<file path="src/rtl/store_rmw_unit.sv">
// Sub-word store engine for a word-wide bus without byte enables.
// Partial stores read the target word, merge the new bytes and write it back.
module store_rmw_unit #(
  parameter int DATA_WIDTH = 32,
  parameter int ADDR_WIDTH = 32
) (
  input  logic                  clk,
  input  logic                  reset_n,
  input  logic                  req_valid,
  input  logic [5:0]            req_opcode,
  input  logic [ADDR_WIDTH-1:0] req_addr,
  input  logic [DATA_WIDTH-1:0] req_data,
  output logic                  req_ready,
  output logic                  stall,
  output logic                  done,
  output logic                  err_misaligned,
  output logic [ADDR_WIDTH-1:0] mem_address,
  output logic                  mem_read,
  output logic                  mem_write,
  input  logic                  mem_waitrequest,
  input  logic [DATA_WIDTH-1:0] mem_readdata,
  output logic [DATA_WIDTH-1:0] mem_writedata
);

  localparam int NB = DATA_WIDTH / 8;
  localparam int LB = $clog2(NB);
  localparam logic [LB-1:0] K_MAX = '1;

  localparam logic [5:0] OP_SB  = 6'h28;
  localparam logic [5:0] OP_SH  = 6'h29;
  localparam logic [5:0] OP_SW  = 6'h2b;
  localparam logic [5:0] OP_SWL = 6'h2a;
  localparam logic [5:0] OP_SWR = 6'h2e;

  typedef enum logic [1:0] {S_IDLE, S_READ, S_WRITE} state_t;

  state_t state, state_d;

  logic [5:0]            op_q;
  logic [LB-1:0]         lane_q;
  logic [DATA_WIDTH-1:0] data_q;

  logic [LB-1:0]         req_k;
  logic                  accept;
  logic                  req_store, req_legal, req_full;
  logic                  go_bus, go_direct;

  logic [LB+2:0]         sh_amt;
  logic [DATA_WIDTH-1:0] shifted, byte_mask, merged;
  logic [NB-1:0]         lane_en;

  assign req_ready = (state == S_IDLE);
  assign stall     = (state != S_IDLE);
  assign accept    = req_valid & req_ready;
  assign req_k     = req_addr[LB-1:0];

  always_comb begin
    req_store = 1'b0;
    req_legal = 1'b0;
    req_full  = 1'b0;
    case (req_opcode)
      OP_SB:  begin req_store = 1'b1; req_legal = 1'b1; end
      OP_SH:  begin req_store = 1'b1; req_legal = ~req_k[0]; end
      OP_SW:  begin req_store = 1'b1; req_legal = (req_k == '0); req_full = 1'b1; end
      OP_SWL: begin req_store = 1'b1; req_legal = 1'b1; req_full = (req_k == K_MAX); end
      OP_SWR: begin req_store = 1'b1; req_legal = 1'b1; req_full = (req_k == '0); end
      default: ;
    endcase
  end

  assign go_bus    = accept & req_store & req_legal;
  assign go_direct = go_bus & req_full;

  always_comb begin
    state_d = state;
    case (state)
      S_IDLE:  if (go_bus) state_d = req_full ? S_WRITE : S_READ;
      S_READ:  if (!mem_waitrequest) state_d = S_WRITE;
      S_WRITE: if (!mem_waitrequest) state_d = S_IDLE;
      default: state_d = S_IDLE;
    endcase
  end

  // SWL aligns rt's top bytes down to lane 0; every other store shifts rt up to lane k.
  always_comb begin
    lane_en   = '0;
    byte_mask = '0;
    sh_amt    = {lane_q, 3'b000};
    if (op_q == OP_SWL) sh_amt = {K_MAX - lane_q, 3'b000};
    shifted = (op_q == OP_SWL) ? (data_q >> sh_amt) : (data_q << sh_amt);
    for (int unsigned j = 0; j < NB; j++) begin
      case (op_q)
        OP_SB:   lane_en[j] = (LB'(j) == lane_q);
        OP_SH:   lane_en[j] = (LB'(j) == lane_q) || (LB'(j) == lane_q + LB'(1));
        OP_SWL:  lane_en[j] = (LB'(j) <= lane_q);
        OP_SWR:  lane_en[j] = (LB'(j) >= lane_q);
        default: lane_en[j] = 1'b1;
      endcase
      byte_mask[8*j +: 8] = {8{lane_en[j]}};
    end
    merged = (shifted & byte_mask) | (mem_readdata & ~byte_mask);
  end

  always_ff @(posedge clk or negedge reset_n) begin
    if (!reset_n) state <= S_IDLE;
    else          state <= state_d;
  end

  always_ff @(posedge clk or negedge reset_n) begin
    if (!reset_n) begin
      op_q           <= '0;
      lane_q         <= '0;
      data_q         <= '0;
      mem_address    <= '0;
      mem_writedata  <= '0;
      mem_read       <= 1'b0;
      mem_write      <= 1'b0;
      done           <= 1'b0;
      err_misaligned <= 1'b0;
    end else begin
      mem_read       <= (state_d == S_READ);
      mem_write      <= (state_d == S_WRITE);
      done           <= (state == S_WRITE) && !mem_waitrequest;
      err_misaligned <= accept & req_store & ~req_legal;
      if (accept) begin
        op_q        <= req_opcode;
        lane_q      <= req_k;
        data_q      <= req_data;
        mem_address <= {req_addr[ADDR_WIDTH-1:LB], {LB{1'b0}}};
      end
      if (go_direct)
        mem_writedata <= req_data;
      else if (state == S_READ && !mem_waitrequest)
        mem_writedata <= merged;
    end
  end

endmodule

</file>
<file path="config.mk">
export PLATFORM = sky130hd
export DESIGN_NAME = store_rmw_unit
export DESIGN_NICKNAME = d
export VERILOG_FILES = /design/src/rtl/store_rmw_unit.sv
export SDC_FILE = /design/constraint.sdc
export NUM_CORES = 1
export LEC_CHECK = 0
export ABC_AREA = 0
export CORE_MARGIN = 2
export CORE_UTILIZATION = 30
export CTS_BUF_LIST = sky130_fd_sc_hd__clkbuf_8 sky130_fd_sc_hd__clkbuf_16
export DETAILED_ROUTE_END_ITERATION = 8
export PLACE_DENSITY = 0.57
export REMOVE_ABC_BUFFERS = 1
export SYNTH_ARGS = -nofsm -noshare
export SYNTH_HDL_FRONTEND = slang
export SYNTH_SLANG_ARGS = --single-unit
</file>
<file path="constraint.sdc">
create_clock -name clk -period 3.1 [get_ports clk]
set_input_delay 0.62 -clock clk [delete_from_list [all_inputs] [get_ports clk]]
set_output_delay 0.62 -clock clk [all_outputs]
set_load 0.01 [all_outputs]
</file>
==> reports/qor.csv, run 1 <==
metric,value,unit
synthTopCellsByArea,"dfrtp_1 (46%), nand2_1 (8.0%), mux2_2 (7.7%)",
slowest_stage,clkdlybuf4s50_1,
grt_pass1_wl,31.7,mm
cts.htree.levels,3,
yosys.area.top_type_share,0.460,
place_congestion,0.870,
die_y,144,um
yosysMostFrequentCell,nand2_1,
synthFlopType,dfrtp_1,
initial_utilization,0.304,
drtPass1Iterations,6,
ys_seq_area_frac,0.460,
clock_sinks,108,
antenna_found_initial,0,
hpwlAfterDp,14.1,mm
timing.hold.ws,250,ps
synth_edf_count,0,
fin_crit_sh,0.891,
placed_cells,1045,
skew,11.5,ps
drt_iter0_markers,515,
ant_nets,0,
path_clk_slew,80,ps
min_period,2760,ps
arrival,3010,ps
setup_viol,0,
netlist_area,5880,um2
crit_type,in -> reg,
vias,5715,
tightest_slew,893,ps
peakVddDrop,355,uV
tns,0,ps
final_area,8260,um2
ctsHoldBuffers,0,
cts_root_buf,clkbuf_16,
drt-wirelength-per-cell,19.2,um
final_cells,1061,
switchingPower,2.28,mW
timing.fmax,362,MHz
sw_frac_of_total,0.366,
coreArea,19300,um2
slew_viol_final,0,
yosys_warnings,0,
multi_input_area,2970,um2
yosys-top-cells-count,"nand2_1 (126), dfrtp_1 (108), o21ai_0 (47), mux2_2 (40), clkbuf_1 (37)",
grt_max_degree,72,
ys_seq_elements,108,
grt_pass1_vias,5773,
cts.repair.resized,0,
fill_cells,1881,
cp_cell_sequence,clkdlybuf4s50_1 > or3b_2 > a2111o_1 > or3_1 > and3_1 > a2111o_1,
regArea,2700,um2
die-area,20700,um2
clkPwrFrac,0.186,
clk_latency,360,ps
slowest_delay,470,ps
status,"finished, final reports clean",
numCtsBuffers,9,
area_growth_syn_to_layout,40.5,%
maxCapViolations,0,
grt_setup_unrepaired,no,
diodes,0,
grt_overflow,0,
leakagePower,3.45,nW
maxSlewHeadroom,0.405,
nets,903,
synth.distinct_cells,59,
wirelength,20.3,mm
worstPathRequired,3350,ps
intPower,3.95,mW
comb_power_share,0.451,
fp.dieW,144,um
crit_buf_inv,1,
crit_fanout,6,
track_usage,0.197,
synthCells,630,
place_area,7970,um2
synth_top_area_cell,dfrtp_1,
num_rows,51,
postCtsSetupRepairBufs,0,
portBuffers,173,
route.detailed.drc,0,
setup_ws,339,ps
path_delay_family,simple AND/OR/NAND/NOR gates,
viasPerCell,5.39,
setup.worst_path.end_class,register,
power_density,754,nW/um2
postSynthAreaPerCell,9.33,um2
ctsLongestPathBuffers,2,
ioPinCount,176,
hold_viol,0,
hp-class,in -> async,
tritoncts,built,
seqPwrFrac,0.363,
preCtsSetupSlack,-31.3,ps
async_flop_share,1.00,
layout-drive-gt1-share,0.126,
crit_path_start_kind,input pin,
cpMostUsedCell,a2111o_1,
sequential cells by signal, summed over array words and instances, names as in the netlist:
name,cells
mem_address,30
data_q,32
op_q,6
lane_q,2
state,2
done,1
err_misaligned,1
mem_read,1
mem_writedata,32
mem_write,1
final cells by class:
cell class / count / share of cell area
Clock buffer: 9 / 0.0273
Sequential cell: 108 / 0.327
Inverter: 5 / 0.00227
Timing Repair Buffer: 201 / 0.236
Tap cell: 265 / 0.0402
Clock inverter: 7 / 0.00727
Multi-Input combinational cell: 466 / 0.359
worst paths after layout:
check / cells after the start / to / startpoint / slack [ps]
hold reg to reg: 2 / mem_address[3]$_DFFE_PN0P_ / mem_address[3]$_DFFE_PN0P_ / 480
setup / recovery: 6 / mem_writedata[31]$_DFFE_PN0P_ / req_valid / 340
min in group clk: 2 / mem_address[3]$_DFFE_PN0P_ / mem_address[3]$_DFFE_PN0P_ / 480
hold / removal: 1 / mem_writedata[24]$_DFFE_PN0P_ / reset_n / 250
setup reg to reg: 6 / mem_writedata[11]$_DFFE_PN0P_ / op_q[0]$_DFFE_PN0P_ / 510
max in group asynchronous: 2 / mem_address[10]$_DFFE_PN0P_ / reset_n / 2050
layer usage:
layer | track usage | wire length [um]
met1 | 0.253 | 8460
met2 | 0.326 | 9650
met3 | 0.0530 | 1880
met4 | 0.0568 | 348
met5 | 0 | 0
metrics by stage:
step / total power, mW / util
floorplan: 3.71 / -
global placement: 5.01 / 0.412
detailed placement: 5.09 / 0.412
CTS: 6.28 / 0.427
global route: 6.63 / 0.427
finish: 6.23 / 0.427
power groups by stage:
stage | Combinational (mW) | Sequential [mW] | Clock (mW)
after floorplan | 1.31 | 2.40 | 0
after global placement | 2.74 | 2.27 | 0
after detailed placement | 2.81 | 2.28 | 0
after CTS | 2.82 | 2.27 | 1.20
after global routing | 3.05 | 2.33 | 1.24
final | 2.81 | 2.26 | 1.16
worst register-to-register path: cells and delay by family, from the launching register on:
kind / cells / cell delay, ps
AOI/OAI and AO/OA: 2 / 610
DFF: 1 / 510
and+or+nand+nor: 3 / 1120
buffers and inverters: 1 / 250
cell families (layout without fill, tap and decap cells):
kind of cell    Yosys count  after routing  share of synthesized area
fa+ha+maj                 6              6                     0.0128
flops                   108            108                      0.460
mux                      62             62                      0.114
buf+inv                  57            222                     0.0390
compound gates          159            159                      0.190
other cells               1              2                   0.000638
simple gates            237            237                      0.183
cell usage in the layout (no fill, tap or decap), types with 8 or more instances in the layout:
cell type,Yosys,layout
clkdlybuf4s50_1,0,172
nand2_1,126,126
dfrtp_1,108,108
o21ai_0,47,47
mux2_2,40,40
nor2_1,29,29
buf_4,2,28
nand3_1,25,25
mux2i_1,22,22
o31ai_1,18,18
a21oi_1,14,14
nor3_1,14,13
a31oi_1,10,10
o221a_2,9,9
clkbuf_16,0,9
nand4_1,8,8
No activity file was read; power rests on OpenSTA's default activity.
==> inputs of run 2 (changes only) <==
--- a/config.mk
+++ b/config.mk
@@ -5,12 +5,12 @@
 export SDC_FILE = /design/constraint.sdc
 export NUM_CORES = 1
 export LEC_CHECK = 0
-export ABC_AREA = 0
+export ABC_AREA = 1
 export CORE_MARGIN = 2
 export CORE_UTILIZATION = 30
 export CTS_BUF_LIST = sky130_fd_sc_hd__clkbuf_8 sky130_fd_sc_hd__clkbuf_16
 export DETAILED_ROUTE_END_ITERATION = 8
-export PLACE_DENSITY = 0.57
+export PLACE_DENSITY = 0.56
 export REMOVE_ABC_BUFFERS = 1
 export SYNTH_ARGS = -nofsm -noshare
 export SYNTH_HDL_FRONTEND = slang
==> reports/qor.csv, run 2 <==
metric,value,unit,change
grtUsageMet1,0.251,,-0.00138
track_usage,0.181,,-0.0153
crit_fanout,15,,+9
ctsLongestPathBuffers,2,,unchanged
maxSlewHeadroom,0.561,,+0.156
antenna_found_initial,0,,unchanged
die_y,152,um,+5.5%
synth_top_family_by_area,simple AND/OR/NAND/NOR gates,,
synth_fa_ha_area_frac,0.0114,,-0.00133
synth_edf_count,0,,unchanged
viasPerCell,4.68,,-13%
synth-simple-area-share,0.338,,+0.155
nets,1176,,+30%
die-area,23100,um2,+11%
initial_utilization,0.303,,-0.000604
postCtsSetupRepairBufs,0,,unchanged
synth_top_area_cell,dfrtp_1,,
arrival,2610,ps,-400 ps
slew_viol_final,0,,unchanged
vias,6316,,+11%
area_growth_syn_to_layout,34.8,%,
skew,9.26,ps,-2.21 ps
hpwlAfterDp,14.7,mm,+4.3%
hp-class,in -> async,,
placed_cells,1333,,+28%
final_common_cell,nand2_1,,
fp.dieW,152,um,+5.5%
peakVddDrop,260,uV,-27%
reg.largest.list,"data_q x32, mem_writedata x32, mem_address x30",,
grt_pass1_vias,6083,,+5.4%
yosys.area.top_type_share,0.412,,-0.0478
ys_seq_elements,108,,unchanged
cts.htree.levels,3,,unchanged
setup_ws,752,ps,+413 ps
synthCells,908,,+44%
path_clk_slew,80,ps,about the same
fill_cells,2295,,+22%
cts_root_buf,clkbuf_16,,
clk_latency,360,ps,about the same
final_cells,1349,,+27%
crit_type,reg -> reg,,
tightest_slew,659,ps,-234 ps
yosysMostFrequentCell,nand2_1,,
drt_iter0_markers,499,,-3.1%
busiest_layer,met2,,
post-route-util,0.409,,-0.0181
coreArea,21600,um2,+12%
portBuffers,173,,unchanged
yosys_warnings,0,,unchanged
grt_setup_unrepaired,no,,
status,"finished, final reports clean",,
netlist_area,6560,um2,+12%
synth.distinct_cells,35,,-41%
grt_overflow,0,,unchanged
worstPathRequired,3360,ps,about the same
num_rows,54,,+5.9%
fin_crit_sh,0.757,,-0.133
preCtsSetupSlack,436,ps,+467 ps
tritoncts,built,,
postSynthAreaPerCell,7.22,um2,-23%
async_flop_share,1.00,,unchanged
min_period,2350,ps,-413 ps
drtPass1Iterations,6,,unchanged
yosys-top-cells-count,"nand2_1 (275), nand3_1 (118), dfrtp_1 (108), inv_1 (107)",,
synth_mux_area_frac,0.0515,,-0.0626
final_cell_mix,"nand2_1 (274), clkdlybuf4s50_1 (172), nand3_1 (118)",,
ys_seq_area_frac,0.412,,-0.0478
synthFlopType,dfrtp_1,,
totalPowerFinal,3.95,mW,-37%
setup_viol,0,,unchanged
synth_compound_area_frac,0.0820,,-0.108
setup.worst_path.end_class,register,,
clock_sinks,108,,unchanged
timing.hold.ws,329,ps,+79.8 ps
numCtsBuffers,9,,unchanged
place_congestion,0.861,,-1.1%
synth_xor_area_frac,0,,unchanged
crit_path_start_kind,register,,
cts.repair.resized,0,,unchanged
layout-drive-gt1-share,0.0917,,-0.0340
synthTopCellsByArea,"dfrtp_1 (41%), nand2_1 (16%), nand3_1 (9.0%)",,
ctsHoldBuffers,0,,unchanged
diodes,0,,unchanged
use_met3,0.0599,,+0.00692
timing.fmax,426,MHz,+18%
ioPinCount,176,,unchanged
leakagePower,4.34,nW,+26%
grt_pass1_wl,33.7,mm,+6.3%
hold_viol,0,,unchanged
drt-wirelength-per-cell,15.5,um,-19%
wirelength,20.9,mm,+2.9%
grt_max_degree,112,,+56%
power_density,447,nW/um2,-41%
ant_nets,0,,unchanged
maxCapViolations,0,,unchanged
route.detailed.drc,0,,unchanged
use_met2,0.276,,-0.0498
run 2: layout make-up:
class	count	area (um2)	area share
Clock inverter	7	97.6	0.0110
Tap cell	280	350	0.0396
Sequential cell	108	2700	0.306
Clock buffer	9	225	0.0255
Timing Repair Buffer	186	1850	0.209
Multi-Input combinational cell	645	3190	0.360
Inverter	114	430	0.0487
run 2: logic make-up after synthesis:
group,count (synthesis)
and+or+nand+nor,504
buffers and inverters,156
DFF,108
AOI/OAI and AO/OA,103
muxes,30
adders and majority gates,6
other,1
run 2: final timing paths:
path,slack [ps],to,cells past startpoint,from
hold reg to reg,490,mem_writedata[8]$_DFFE_PN0P_,2,mem_writedata[8]$_DFFE_PN0P_
setup / recovery,750,mem_writedata[5]$_DFFE_PN0P_,14,op_q[2]$_DFFE_PN0P_
setup reg to reg,750,mem_writedata[5]$_DFFE_PN0P_,14,op_q[2]$_DFFE_PN0P_
hold / removal,330,mem_writedata[1]$_DFFE_PN0P_,2,reset_n
max in group asynchronous,2270,mem_address[4]$_DFFE_PN0P_,2,reset_n
min in group clk,490,mem_writedata[8]$_DFFE_PN0P_,2,mem_writedata[8]$_DFFE_PN0P_
run 2: routing by layer:
layer	part of all wire	routed length, um
met5	0	0
met2	0.44	9210
met4	0.011	229
met1	0.46	9680
met3	0.087	1810
run 2: power by group:
| group | leakage, nW | internal [mW] | switching, mW |
|---|---|---|---|
| registers | 1.33 | 1.55 | 0.110 |
| logic | 2.86 | 0.463 | 0.526 |
| clock network | 0.158 | 0.716 | 0.586 |
run 2: through the flow:
step	instance area [um2]	TNS [ps]
3_3_place_gp	8520	0
4_1_cts	8840	0
3_5_place_dp	8520	0
5_1_grt	8840	0
6_report	8840	0
2_1_floorplan	6310	-22560
run 2: worst max-delay path, stage by stage (launching register included):
cell	delay [ps]
dfrtp_1	390
inv_1	70
nand2_2	60
inv_2	150
nand3_4	250
nand2_1	300
inv_1	330
nor2_1	230
nor2_1	70
nor2_1	80
nand2_1	60
nand2_1	80
nand2_1	70
nand2_1	50
nand2_1	40
